<file path="config.mk">
export PLATFORM = sky130hd
export DESIGN_NAME = servo_pwm_ramp
export DESIGN_NICKNAME = d
export VERILOG_FILES = /design/src/rtl/servo_pwm_ramp.sv
export SDC_FILE = /design/constraint.sdc
export NUM_CORES = 1
export LEC_CHECK = 0
export ABC_AREA = 1
export ABC_CLOCK_PERIOD_IN_PS = 3050
export BUFFER_PORTS_ARGS = -buffer_cell sky130_fd_sc_hd__clkbuf_2
export CAP_MARGIN = 10
export CORE_MARGIN = 3
export CORE_UTILIZATION = 25
export DETAILED_ROUTE_END_ITERATION = 8
export GPL_ROUTABILITY_DRIVEN = 0
export GPL_TIMING_DRIVEN = 0
export PLACE_DENSITY = 0.4
export SETUP_SLACK_MARGIN = 0.15
export SLEW_MARGIN = 20
export SYNTH_ARGS = -nofsm -noshare
export SYNTH_HDL_FRONTEND = slang
export SYNTH_SLANG_ARGS = --single-unit
export TNS_END_PERCENT = 30
</file>
<file path="constraint.sdc">
create_clock -name CLK -period 3.05 [get_ports CLK]
set_input_delay 0 -clock CLK [delete_from_list [all_inputs] [get_ports CLK]]
set_output_delay 0 -clock CLK [all_outputs]
set_load 0.03 [all_outputs]
</file>
<file path="src/rtl/servo_pwm_ramp.sv">
// N-channel servo PWM generator sharing one frame counter, with per-channel
// slew-rate limiting of the pulse width toward a host-written target.
module servo_pwm_ramp #(
  parameter int unsigned N_CH     = 3,
  parameter int unsigned PERIOD   = 1_000_000,
  parameter int unsigned MIN_W    = 50_000,
  parameter int unsigned MAX_W    = 100_000,
  parameter int unsigned STEP     = 500,
  parameter int unsigned CNT_BITS = 20,
  parameter int unsigned W_BITS   = 17,
  localparam int unsigned CH_BITS = (N_CH > 1) ? $clog2(N_CH) : 1
) (
  input  logic                CLK,
  input  logic                RST_N,
  input  logic                WR_EN,
  input  logic [CH_BITS-1:0]  WR_CH,
  input  logic [W_BITS-1:0]   WR_WIDTH,
  output logic [N_CH-1:0]     PWM,
  output logic                FRAME,
  output logic [N_CH-1:0]     SETTLED,
  output logic                CLAMPED
);

  localparam int unsigned SPAN     = MAX_W - MIN_W;
  // A step at least as large as the legal span can never limit a move.
  localparam bit          JUMP     = (STEP == 0) || (STEP >= SPAN);
  localparam int unsigned CMP_BITS = (CNT_BITS > W_BITS) ? CNT_BITS : W_BITS;

  localparam logic [W_BITS-1:0]   MIN_V    = W_BITS'(MIN_W);
  localparam logic [W_BITS-1:0]   MAX_V    = W_BITS'(MAX_W);
  localparam logic [W_BITS-1:0]   CENTER_V = W_BITS'((MIN_W + MAX_W) / 2);
  localparam logic [W_BITS-1:0]   STEP_V   = W_BITS'(JUMP ? 0 : STEP);
  localparam logic [CNT_BITS-1:0] LAST     = CNT_BITS'(PERIOD - 1);

  logic [CNT_BITS-1:0] cnt;
  logic                frame_end;
  logic                wr_ok;
  logic                wr_low;
  logic                wr_high;
  logic [W_BITS-1:0]   wr_val;
  logic [W_BITS-1:0]   tgt     [N_CH];
  logic [W_BITS-1:0]   cur     [N_CH];
  logic [W_BITS-1:0]   cur_nxt [N_CH];

  always_comb begin
    frame_end = (cnt == LAST);
    wr_ok     = WR_EN && ({1'b0, WR_CH} < (CH_BITS + 1)'(N_CH));
    wr_low    = (WR_WIDTH < MIN_V);
    wr_high   = (WR_WIDTH > MAX_V);
    wr_val    = wr_low ? MIN_V : (wr_high ? MAX_V : WR_WIDTH);
  end

  // Differences are taken on ordered operands, so no wrap is possible.
  always_comb begin
    for (int unsigned i = 0; i < N_CH; i++) begin
      cur_nxt[i] = cur[i];
      if (JUMP) begin
        cur_nxt[i] = tgt[i];
      end else if (cur[i] < tgt[i]) begin
        cur_nxt[i] = ((tgt[i] - cur[i]) > STEP_V) ? (cur[i] + STEP_V) : tgt[i];
      end else if (cur[i] > tgt[i]) begin
        cur_nxt[i] = ((cur[i] - tgt[i]) > STEP_V) ? (cur[i] - STEP_V) : tgt[i];
      end
    end
  end

  always_ff @(posedge CLK or negedge RST_N) begin
    if (!RST_N) begin
      cnt     <= '0;
      FRAME   <= 1'b0;
      CLAMPED <= 1'b0;
      PWM     <= '0;
      for (int unsigned i = 0; i < N_CH; i++) begin
        tgt[i] <= CENTER_V;
        cur[i] <= CENTER_V;
      end
    end else begin
      cnt     <= frame_end ? '0 : cnt + CNT_BITS'(1);
      FRAME   <= frame_end;
      CLAMPED <= wr_ok && (wr_low || wr_high);
      for (int unsigned i = 0; i < N_CH; i++) begin
        if (wr_ok && (WR_CH == CH_BITS'(i))) tgt[i] <= wr_val;
        // The ramp reads tgt before this edge's write lands.
        if (frame_end) cur[i] <= cur_nxt[i];
        PWM[i] <= (CMP_BITS'(cnt) < CMP_BITS'(cur[i]));
      end
    end
  end

  always_comb begin
    SETTLED = '0;
    for (int unsigned i = 0; i < N_CH; i++) begin
      SETTLED[i] = (cur[i] == tgt[i]);
    end
  end

endmodule

</file>
# == After elaboration in Yosys (flattened, before gate mapping) ==
# Index checks and enable logic that the tools add are counted.
# totals
ff_bits,127
latchBits,0
ramBits,0
romBits,0
inputBits,22
out_inout_bits,8
wordCells,75
n_memories,0
# classes
addsub,13
mul,0
n_div,0
n_lt_le_gt_ge,18
eq_ne,6
shift,0
n_mux,15
bitwise,0
reduce_logical,13
# ops
op,count
$mux W17,14
$gt A17 B9 Y1 const B,6
$sub A17 B17 Y17,6
$lt A20 B17 Y1,3
$add A17 B9 Y17 const B,3
$eq A17 B17 Y1,3
$gt A17 B17 Y1,3
$lt A17 B17 Y1,3
$sub A17 B9 Y17 const B,3
$add A20 B1 Y20 const B,1
$eq A20 B20 Y1 const B,1
$mux W20,1
$gt A17 B17 Y1 const B,1
$lt A17 B16 Y1 const B,1
$reduce_and A2 Y1,3
$reduce_bool A2 Y1,3
$logic_and A1 B1 Y1,5
$eq A2 B1 Y1 const B,1
$eq A2 B2 Y1 const B,1
$logic_not A2 Y1,1
$lt A2 B2 Y1 const B,1
$logic_or A1 B1 Y1,1

# == Depth between registers and ports, before layout ==
# Gate-level depths: netlist of the first run.
# depth
ltp_word,5
depth_mapped,23
ltp_nobuf,21

# == Worst setup path after synthesis of the first run ==
# Ideal clock, no wire load.
# synth_path
path_type,reg-to-reg
startpoint,register tgt[6] (netlist bit)
endpoint,register cur[9] (netlist bit)
setup_time_ns,0.118
arrival_time_ns,2.457
required_time_ns,2.932
setup_slack_ns,0.475
path_stages_with_launch,18
n_path_buf,2
path_cell_list,dfstp_2 > inv_1 > ha_1 > buf_2 > nand2_2 > inv_2 > nand2_1 > nand2_1 > o21bai_2 > nand2_1 > nand2_1 > a21oi_4 > inv_2 > a21oi_4 > inv_2 > buf_2 > nand2_1 > nand2_1
# synth_via
elab_chain_len,5
word_cells_on_any_way,12
classes_between,2 x add/sub; 4 x order compare; 4 x mux; 2 x reduce/logical
# synth_rtl
item,line_no,source
"start, declared",41,logic [W_BITS-1:0] tgt [N_CH];
"start signal, assigned by index",82,if (wr_ok && (WR_CH == CH_BITS'(i))) tgt[i] <= wr_val;
$sub A17 B17 Y17,62,cur_nxt[i] = ((cur[i] - tgt[i]) > STEP_V) ? (cur[i] - STEP_V) : tgt[i];
$gt A17 B9 Y1,62,
$mux W17,62,
$mux W17,61,end else if (cur[i] > tgt[i]) begin
$mux W17,59,end else if (cur[i] < tgt[i]) begin
"end signal, assigned by index",84,if (frame_end) cur[i] <= cur_nxt[i];
"end, declared",42,logic [W_BITS-1:0] cur [N_CH];
# Parallel ways exist; a longest one is shown, timed or not. The select of a mux whose other input is x is not followed.
# A chain may end at the register's enable or synchronous reset.

# == Worst setup path after layout of the first run ==
# layout_path
startpoint,register tgt[3] (netlist bit)
endpoint,register cur[15] (netlist bit)
# Same word-level chain as after synthesis.

==> results.md, run 1 <==
- Power per cell area: ~400 nW/um^2
- DIE HEIGHT: approximately 260 um
- Primary FF master, synth: dfrtp_1
- Setup_tns: 0 ns
- Hold Crit Class: input port to flip-flop
- First-pass GRT wire length: between 90 and 100 mm
- Leak: approximately 0.010 uW
- CTS Buf Count: 17
- WL/cell: between 15 and 20 um
- Core ar.: 63400 sq um
- Fin crit period: 2.78 ns
- Post-synth EDFFs: 0
- Setup crit end kind: flip-flop
- Initial core utilization: 0.254
- Crit path max fanout: 10
- Max-slew violation count: 0
- RSZ-0062 raised after global routing: yes
- Worst vdd ir: 0.319 mV
- Tcrit/Tclk final: 0.911
- Antenna diodes: 0
- Ys Warns: 0
- Layout Skew: roughly 0.012 ns
- Fraction of layout cells with a size suffix above 1: 0.242
- Max Clock Freq: approximately 360 MHz
- Seq/Total Area, Yosys: 0.201
- CTS tree: yes
- Fin area: 20700 sq um
- Initial antenna violation count: 0
- Largest net degree at the start of global routing: 68
- Sequential Area: 3260 sq um
- Initial DRC Count: 1184
- Tightest Pin Transition: around 0.95 ns
- Area share of the largest cell type after synthesis: 0.219
- # IOs: 30
- All-layer global routing usage: 0.186
- DRT antenna net count: 0
- Clk_lat worst skew: 0.44 ns
- Hold WS: 0.0502 ns
- FFs w/ async S/R, synth: 1.00
- Layout net count: 3002
- FP Rows: 92
- Distinct cells, synth: 50
- Vias per cell: 4.79
- Worst Path Arrival: 3.10 ns
- Die area: 67600 sq um
- Worst setup path category: flip-flop to flip-flop
- Seq cells post-synth: ~130
- Post-synth top area cell: nand2_1
- DIE WIDTH: 260 um
- Max Cap Violations: 0
- Post-DP HPWL: between 50 and 60 mm
- DRC: 0
- Syn Inst Count: 2652
- DR vias: about 18000
- Final hold vios: 0
- Worst Path Required: between 3 and 4 ns
- Critical path startpoint category: flip-flop
- WL final: 65.0 mm
- Vias in the first global route: 16657
- Syn Area/Cell: 6.08 sq um
- Cell area after synthesis: about 16000 sq um
- Area of the multi-input gates: 12300 sq um
- Result of the run: completed
- Htree depth: 4
- Total grt overflow: 0
- Mapped Nets: 2831
- Placed cell area: 17400 sq um
- Clk sinks: 127
- Longest Clk Path Bufs: 2
- Fillers: 7059
- CTS root buf: clkbuf_16
- First-pass DRT Iterations: 7
- Layout area overhead: 28.3%
- Final setup viols: 0
- CTS clk-pin slew, worst paths: 0.06 ns
- Input/output buffers: 29
- Max_slew headroom: 0.366
- Top post-synthesis cells by area: nand2_1 22%, dfrtp_1 12%, ha_1 12%
[layer usage]
layer / track usage / share of wire
met5: 0 / 0
met4: 0.0474 / 0.021
met3: 0.0158 / 0.032
met2: 0.316 / 0.48
met1: 0.255 / 0.47
[report_power, final]
group          total, uW  switching [uW]  leakage (uW)  internal (uW)
Clock               2240             915      0.000305           1330
Sequential          1960             128       0.00153           1840
Combinational       4090            2630       0.00866           1460
Total               8300            3680        0.0105           4620
[flip-flops by register name, summed over array words and instances, names as in the netlist]
register,cells
CLAMPED,1
FRAME,1
PWM,3
cnt,20
cur,51
tgt,51
[critical path, stage by stage, from the launching register on]
cell	delay, ns
dfstp_2	0.56
inv_1	0.09
ha_4	0.29
buf_4	0.14
nand2_4	0.07
inv_2	0.08
nand2_1	0.07
nand2_1	0.06
nand2_1	0.08
nand3_1	0.08
nand2_1	0.05
nand2_1	0.16
nand4_4	0.15
nor2_8	0.21
buf_4	0.22
nand3_1	0.10
nand3_1	0.09
nand2_1	0.06
nand2_1	0.05
nand2_1	0.04
[final timing paths]
| path | start | to | slack [ns] | depth (start not counted) |
|---|---|---|---|---|
| max in group asynchronous | RST_N | cur[7]$_DFFE_PN1P_ | 2.12 | 3 |
| min in group asynchronous | RST_N | cur[45]$_DFFE_PN0P_ | 0.10 | 2 |
| worst max register to register | tgt[3]$_DFFE_PN1P_ | cur[15]$_DFFE_PN0P_ | 0.27 | 19 |
| worst min register to register | cur[37]$_DFFE_PN1P_ | cur[37]$_DFFE_PN1P_ | 0.48 | 2 |
| worst max-delay path | tgt[3]$_DFFE_PN1P_ | cur[15]$_DFFE_PN0P_ | 0.27 | 19 |
| worst min-delay path | WR_CH[0] | tgt[38]$_DFFE_PN1P_ | 0.05 | 4 |
[placed cells by master, fill, tap and decap left out, types with 6 or more instances in the layout]
cell type  synthesis  layout
a21oi_4            3       8
nand2_4            2      17
nor2_4            16      31
dfstp_2           48      48
nor2_2            12      15
nor3_2             5       6
buf_8              0      10
nand4_1           76      76
a31oi_1            7       7
nand3b_1           7       7
clkbuf_16          0      23
a21oi_2            3      33
o21ai_0           91      88
a21oi_1           91      56
buf_6              6      26
a211oi_1           6       6
ha_1             154     108
nand2_2           23      98
nor4_1            12      11
nand3_1          295     276
nand2_8            0       7
inv_4              0       8
nor3_1            31      28
ha_2               0      16
nand2_1          943     846
clkbuf_1          21      10
nor2_1           120     102
buf_4              6     117
inv_2             29      67
inv_1            391     341
nand3_2            3      19
xnor2_1            6       6
clkbuf_2           1      31
dfrtp_1           79      64
xor2_1            93      92
or2_2              6       6
dfrtp_2            0      15
ha_4               0      30
[synthesized netlist by cell type, types with 4 or more instances]
master and n:
buf_6 6, nand3b_1 7, nor3_1 31, o21bai_1 4, nor2_2 12, nor2_4 16
inv_2 29, nor2_1 120, inv_1 391, nand3_1 295, o21ai_0 91, nand2_1 943
a31oi_1 7, dfstp_2 48, ha_1 154, dfrtp_1 79, nor3_2 5, a21oi_1 91
a211oi_1 6, xor2_1 93, nand2_2 23, nor4_1 12, buf_4 6, or2_2 6
buf_2 28, clkbuf_1 21, nand4_1 76, a21o_1 4, xnor2_1 6
[cell families after synthesis]
logic type,share of synthesized area
xor+xnor,0.0537
fa+ha+maj,0.123
simple gates,0.427
buf+inv,0.119
flops,0.201
compound gates,0.0763
[layout make-up]
class                      count  area share
inverter                     422      0.0782
clock inverter                14     0.00882
timing repair buffer         152      0.0624
sequential                   127       0.157
buffer                        63      0.0274
multi-input combinational   2040       0.594
clock buffer                  18      0.0212
tap                          846      0.0511
[through the flow]
stage | power, uW | util | instances | setup slack [ns]
floorplan | 4110 | - | 2652 | 0.475
global placement | 5070 | 0.273 | 3527 | -0.489
detailed placement | 5070 | 0.274 | 3528 | -0.266
CTS | 7610 | 0.293 | 3586 | 0.108
global route | 8830 | 0.327 | 3682 | 0.104
finish | 8300 | 0.327 | 3682 | 0.271
[repair_timing]
item	4_1_cts	5_1_grt
hold buffers	2	0
endpoints found under the setup margin	51	54
cloned	0	6
resized for setup	111	378
setup buffers	24	90
pin swaps	21	105
hold endpoints to repair	59	0
Note: power is estimated with default switching activity, not from simulation.
==> run 2, diff against run 1 <==
Settings changed: ABC_AREA 1 to unset.
==> results.md, run 2 <==
- Fillers: 5908 (-16%)
- CTS root buf: clkbuf_16
- Total grt overflow: 0 (unchanged)
- DIE HEIGHT: 244 um (-6.3%)
- WL/cell: 21.4 um (+21%)
- Input/output buffers: 28 (-3.4%)
- Clk sinks: 127 (unchanged)
- Simple-gate area share of the yosys netlist: 0.200 (-0.227)
- CP Buf/Inv Count: 2 (-2)
- Most common cell in the netlist: o21ai_0
- Initial antenna violation count: 1 (+1)
- DIE WIDTH: 244 um (-6.3%)
- DRC: 0 (unchanged)
- Mux share of post-synthesis cell area: 0.0274 (+0.0274)
- Sequential Area: 3250 sq um (-0.15%)
- Result of the run: complete, but fails checks
- Synth Area in XOR/XNOR: 0.0459 (-0.00786)
- Layout area overhead: 32.4%
- Final hold vios: 0 (unchanged)
- Compound-Gate Fraction of Synth Area: 0.293 (+0.217)
- Setup crit end kind: flip-flop
- Max Cap Violations: 0 (unchanged)
- Post-synth top cells: 167 x o21ai_0, 157 x nand2_1, 154 x ha_1
- Mapped Nets: 2008 (-29%)
- Worst Path Arrival: 3.97 ns (+0.87 ns)
- Clk_lat worst skew: 0.43 ns (about the same)
- Dpl cells: 2606 (-26%)
- Cell area after synthesis: 14100 sq um (-12%)
- Critical path startpoint category: flip-flop
- First-pass GRT wire length: 88.7 mm (-9.4%)
- Distinct cells, synth: 94 (+88%)
- Max-slew violation count: 0 (unchanged)
- Htree depth: 4 (unchanged)
- DR vias: 14925 (-15%)
- Post-synth EDFFs: 0 (unchanged)
- Power per cell area: 389 nW/um^2 (-2.8%)
- CTS tree: yes
- Initial DRC Count: 997 (-16%)
- # IOs: 30 (unchanged)
- Worst vdd ir: 0.379 mV (+19%)
- Largest stage delay on the critical path: 0.57 ns (about the same)
- First-pass DRT Iterations: 5 (-2)
- Vias per cell: 5.39 (+12%)
- Syn Inst Count: 1829 (-31%)
- Fin crit period: 3.62 ns (+0.843 ns)
- CTS Buf Count: 17 (unchanged)
- Primary FF master, synth: dfrtp_1
- Finished Layout Cells: 2769 (-25%)
- Top post-synthesis cells by area: dfrtp_1 14%, ha_1 14%, dfstp_2 8.9%
- Most common cell after layout, fill and taps aside: nand2_1
- Max Clock Freq: 276 MHz (-23%)
- WL final: 59.1 mm (-9.0%)
- CTS clk-pin slew, worst paths: 0.06 ns (about the same)
- RSZ-0062 raised after global routing: yes
- Tightest Pin Transition: 0.943 ns (-0.00869 ns)
- Seq/Total Area, Yosys: 0.229 (+0.0285)
- Violations in the final reports: negative setup slack
- Core ar.: 55500 sq um (-12%)
- DRT antenna net count: 0 (unchanged)
- Delay-heaviest family, CP: simple AND/OR/NAND/NOR gates
- Largest family of logic cells by synthesized area: compound AO/OA/AOI/OAI gates
- All-layer global routing usage: 0.192 (+0.00535)
- Adder-Cell Fraction of Synth Area: 0.141 (+0.0175)
- Initial core utilization: 0.254 (about the same)
- Leak: 0.00773 uW (-26%)
- Post-DP HPWL: 43.9 mm (-14%)
- Fraction of layout cells with a size suffix above 1: 0.287 (+0.0459)
- FFs w/ async S/R, synth: 1.00 (unchanged)
- Syn Area/Cell: 7.73 sq um (+27%)
- Seq cells post-synth: 127 (unchanged)
- Vias in the first global route: 14485 (-13%)
- Layout net count: 2187 (-27%)
- Most frequent cells in the layout: 147 x nand2_1, 125 x ha_1, 119 x o21ai_0, 110 x a21oi_1, 105 x inv_1
- Antenna diodes: 0 (unchanged)
- Max_slew headroom: 0.355 (-0.0105)
- Biggest regs: cur x51, tgt x51, cnt x20
- Worst Path Required: 3.39 ns (about the same)
- Setup ws final: -0.572 ns (-0.843 ns)
- Worst setup path category: flip-flop to flip-flop
- Slowest-stage cell, CP: dfstp_2
- Post-synth top area cell: dfrtp_1
- Tcrit/Tclk final: 1.19 (+0.276)
- Post-Place Setup Slack: -1.26 ns (-0.992 ns)
- FP Rows: 86 (-6.5%)
- Utilization after layout: 0.337 (+0.0104)
- CP Cell Sequence: inv_2, ha_4, buf_8, a21o_4, nor3_4, a2111oi_4, or3_1, a222oi_1, nand4_1, or2_1, mux2_4, nor2_4, mux2i_1
- Area of the multi-input gates: 11300 sq um (-8.2%)
- Setup_tns: -20.86 ns (-20.86 ns)
- Longest Clk Path Bufs: 2 (unchanged)
- Ys Warns: 0 (unchanged)
- Die area: 59400 sq um (-12%)
- Area share of the largest cell type after synthesis: 0.140 (-0.0794)
- Hold Crit Class: input port to flip-flop
- Largest net degree at the start of global routing: 76 (+12%)
- Layout Skew: 0.00997 ns (-0.00245 ns)
- Crit path max fanout: 5 (-5)
- Hold WS: 0.0371 ns (-0.0131 ns)
- Final setup viols: 51 (+51)
run 2: logic make-up after synthesis:
logic type	Yosys count
muxes	37
AOI/OAI and AO/OA	638
buffers and inverters	231
and+or+nand+nor	565
xor gates and xnor gates	74
DFF	127
adders and majority gates	157
run 2: what timing repair did:
action	4_1_cts	5_1_grt
endpoints found under the hold margin	49	0
buffers inserted	106	16
pin swaps	91	55
hold buffers	3	0
resized for setup	342	118
endpoints found under the setup margin	63	81
gates cloned	5	2
run 2: power breakdown:
part | total (uW) | internal [uW] | leakage, uW | switching (uW)
clock network | 1890 | 1070 | 0.000262 | 818
registers | 1970 | 1840 | 0.00154 | 131
logic | 3420 | 1400 | 0.00593 | 2020
run 2: metal layers:
metal  wire length (um)  vias up  share of wire  track usage
li1                   -     7109              -            -
met4               1340        2          0.023       0.0500
met2              27200      458           0.46        0.314
met5                 13        -        0.00022            0
met1              27600     7281           0.47        0.267
met3               2990       75          0.050       0.0221
run 2: final timing paths:
path / cells after the start / startpoint / endpoint / slack [ns]
max reg2reg: 13 / tgt[22]$_DFFE_PN1P_ / cur[17]$_DFFE_PN0P_ / -0.57
max: 13 / tgt[22]$_DFFE_PN1P_ / cur[17]$_DFFE_PN0P_ / -0.57
min reg2reg: 2 / tgt[40]$_DFFE_PN1P_ / tgt[40]$_DFFE_PN1P_ / 0.50
min: 4 / WR_CH[0] / CLAMPED$_DFF_PN0_ / 0.04
min in group asynchronous: 2 / RST_N / cur[46]$_DFFE_PN0P_ / 0.20
max in group asynchronous: 3 / RST_N / cur[3]$_DFFE_PN1P_ / 2.07
run 2: metrics by stage:
step / total power, uW / instance area [sq um]
after floorplan: 3750 / 14300
after global placement: 4530 / 15400
after detailed placement: 4540 / 15400
after CTS: 7110 / 18100
after global routing: 7710 / 18700
final: 7280 / 18700
run 2: layout make-up:
type                    count  area share
well taps                 748      0.0500
clock buffers              21      0.0246
multi-input cells        1471       0.603
repair buffers            161      0.0739
clock inverters            11     0.00361
plain buffers              94      0.0426
flip-flops and latches    127       0.174
inverters                 136      0.0281
run 2: worst reg2reg max path: stages, from the launching register on:
cell	delay, ns
dfstp_2	0.57
inv_2	0.06
ha_4	0.21
buf_8	0.12
a21o_4	0.21
nor3_4	0.28
a2111oi_4	0.12
or3_1	0.32
a222oi_1	0.34
nand4_1	0.22
or2_1	0.30
mux2_4	0.34
nor2_4	0.23
mux2i_1	0.23
==> run 3, diff against run 2 <==
Settings changed: BUFFER_PORTS_ARGS -buffer_cell sky130_fd_sc_hd__clkbuf_2 to -buffer_cell sky130_fd_sc_hd__buf_2.
==> results.md, run 3 (synthesized netlist as in run 2, its figures left out) <==
- DR vias: 15048 (+0.82%)
- Input/output buffers: 28 (unchanged)
- Sw Pwr: 2980 uW (+0.39%)
- Longest Clk Path Bufs: 2 (unchanged)
- Initial DRC Count: 934 (-6.3%)
- Worst Path Arrival: 3.90 ns (-0.07 ns)
- First-pass DRT Iterations: 6 (+1)
- Hold path start: WR_WIDTH[3]
- # IOs: 30 (unchanged)
- Slack of the worst reg-to-reg path: -0.57 ns (about the same)
- Worst vdd ir: 0.337 mV (-11%)
- Layout Skew: 0.00971 ns (-0.000264 ns)
- P_int: 4450 uW (+3.2%)
- Hold Path End: tgt[20]$_DFFE_PN1P_
- Initial core utilization: 0.254 (unchanged)
- Max_slew headroom: 0.397 (+0.0417)
- DIE WIDTH: 244 um (unchanged)
- Crit path max fanout: 9 (+4)
- Tcrit/Tclk final: 1.19 (-0.00122)
- Setup_tns: -20.59 ns (+0.264 ns)
- RSZ-0062 raised after global routing: yes
- Comb power frac: 0.467 (-0.003)
- FP Rows: 86 (unchanged)
- Utilization after layout: 0.335 (-0.00234)
- Seq pwr share: 0.265 (-0.005)
- Htree depth: 4 (unchanged)
- Biggest regs: cur x51, tgt x51, cnt x20
- Worst setup path category: flip-flop to flip-flop
- Layout net count: 2192 (+0.23%)
- RR Startpoint: cur[24]$_DFFE_PN1P_
- DRT antenna net count: 0 (unchanged)
- Clock power share: 0.268 (+0.008)
- Critical path startpoint category: flip-flop
- CTS Buf Count: 17 (unchanged)
- Setup crit end kind: flip-flop
- Power per cell area: 400 nW/um^2 (+2.8%)
- Most frequent cells in the layout: 148 x nand2_1, 128 x o21ai_0, 128 x a21oi_1, 123 x ha_1, 118 x buf_4
- Final setup viols: 51 (unchanged)
- Layout area overhead: 31.5%
- Max-slew violation count: 0 (unchanged)
- Die area: 59400 sq um (unchanged)
- Antenna diodes: 0 (unchanged)
- Final hold vios: 0 (unchanged)
- Fraction of layout cells with a size suffix above 1: 0.267 (-0.0209)
- Violations in the final reports: negative setup slack
- CTS tree: yes
- Hold Crit Class: input port to flip-flop
- DIE HEIGHT: 244 um (unchanged)
- Net Sw Frac: 0.402 (-0.00663)
- Clk_lat worst skew: 0.43 ns (about the same)
- WL/cell: 21.3 um (-0.13%)
- Max Clock Freq: 276 MHz (+0.10%)
- CTS clk-pin slew, worst paths: 0.06 ns (about the same)
- Dpl cells: 2606 (unchanged)
- Tightest Pin Transition: 0.882 ns (-0.0609 ns)
- DRC: 0 (unchanged)
- Finished Layout Cells: 2774 (+0.18%)
- Fin crit period: 3.62 ns (-0.00373 ns)
- Initial antenna violation count: 3 (+2)
- Largest net degree at the start of global routing: 89 (+17%)
- R2R Path End: cur[32]$_DFFE_PN0P_
- WL final: 59.2 mm (about the same)
- Most common cell after layout, fill and taps aside: nand2_1
- Total grt overflow: 0 (unchanged)
- CTS root buf: clkbuf_16
- Hold path depth: 3 (-1)
- Max Cap Violations: 0 (unchanged)
- Setup ws final: -0.568 ns (+0.00373 ns)
- Post-DP HPWL: 43.8 mm (about the same)
- Leak: 0.00775 uW (+0.26%)
- Length in cells of the worst reg-to-reg path: 13 (unchanged)
- Post-Place Setup Slack: -1.34 ns (-0.0819 ns)
- Worst Path Required: 3.33 ns (-0.06 ns)
- Vias in the first global route: 14690 (+1.4%)
- Vias per cell: 5.42 (+0.64%)
- All-layer global routing usage: 0.193 (+0.00147)
- Result of the run: complete, but fails checks
- Clk sinks: 127 (unchanged)
- Core ar.: 55500 sq um (unchanged)
- First-pass GRT wire length: 89.6 mm (+1.1%)
run 3: changes by cell type in the layout (fill, tap and decap cells not counted), moves of 7 or more:
cell / previous run / this run
a21oi_1: 110 / 128
a21oi_2: 32 / 18
buf_2: 11 / 32
buf_4: 104 / 118
buf_6: 25 / 16
clkbuf_2: 42 / 18
inv_2: 27 / 20
o21ai_0: 119 / 128
run 3: worst max-delay path, stage by stage (launching register included):
cell	delay [ns]
dfstp_2	0.56
clkbuf_4	0.20
inv_1	0.14
ha_4	0.22
nor3_4	0.27
a2111oi_4	0.11
or3_1	0.39
a222oi_1	0.36
nand4_1	0.20
or2_1	0.26
mux2_4	0.34
buf_12	0.16
o221ai_2	0.15
o21ai_1	0.09
run 3: layout make-up:
type | count | area, sq um
repair buffers | 166 | 1380
clock buffers | 20 | 457
inverters | 136 | 528
well taps | 748 | 936
flip-flops and latches | 127 | 3250
clock inverters | 12 | 95.1
multi-input cells | 1471 | 11100
plain buffers | 94 | 822
fillers | 5963 | 36900
run 3: worst max-delay path by stage:
| stage | startpoint | endpoint | cells past startpoint |
|---|---|---|---|
| after floorplan | tgt[3]$_DFFE_PN1P_ | cur[8]$_DFFE_PN0P_ | 14 |
| after global placement | tgt[35]$_DFFE_PN0P_ | cur[48]$_DFFE_PN0P_ | 13 |
| after detailed placement | tgt[35]$_DFFE_PN0P_ | cur[48]$_DFFE_PN0P_ | 13 |
| after CTS | tgt[22]$_DFFE_PN1P_ | cur[17]$_DFFE_PN0P_ | 13 |
| after global routing | tgt[22]$_DFFE_PN1P_ | cur[18]$_DFFE_PN0P_ | 13 |
| final | cur[24]$_DFFE_PN1P_ | cur[32]$_DFFE_PN0P_ | 13 |
run 3: through the flow:
stage / instance area (sq um) / total power [uW] / hold WS [ns]
3_5_place_dp: 15400 / 4540 / -0.0859
4_1_cts: 18400 / 7370 / 0.00246
5_1_grt: 18600 / 7850 / 0.00749
2_1_floorplan: 14300 / 3750 / -0.296
3_3_place_gp: 15400 / 4530 / 0.387
6_report: 18600 / 7430 / 0.0326
run 3: timing repair:
item,CTS,global route
buffers inserted,124,4
endpoints found under the hold margin,97,0
hold buffers,3,0
pin swaps,85,9
cloned,4,2
setup endpoints to repair,62,51
gates resized for setup,351,28
run 3: power groups by stage:
stage / Sequential (uW) / Combinational, uW / Clock (uW)
after floorplan: 1950 / 1810 / 0
after global placement: 2010 / 2520 / 0
after detailed placement: 2010 / 2530 / 0
after CTS: 1970 / 3370 / 2030
after global routing: 1980 / 3750 / 2110
final: 1970 / 3470 / 1990
run 3: per-layer routing:
metal  vias to the layer above  part of all wire  track usage
met5                         -                 0            0
met4                         0             0.024       0.0578
met3                        78             0.049       0.0252
met2                       458              0.46        0.316
met1                      7401              0.47        0.265
li1                       7111                 -            -
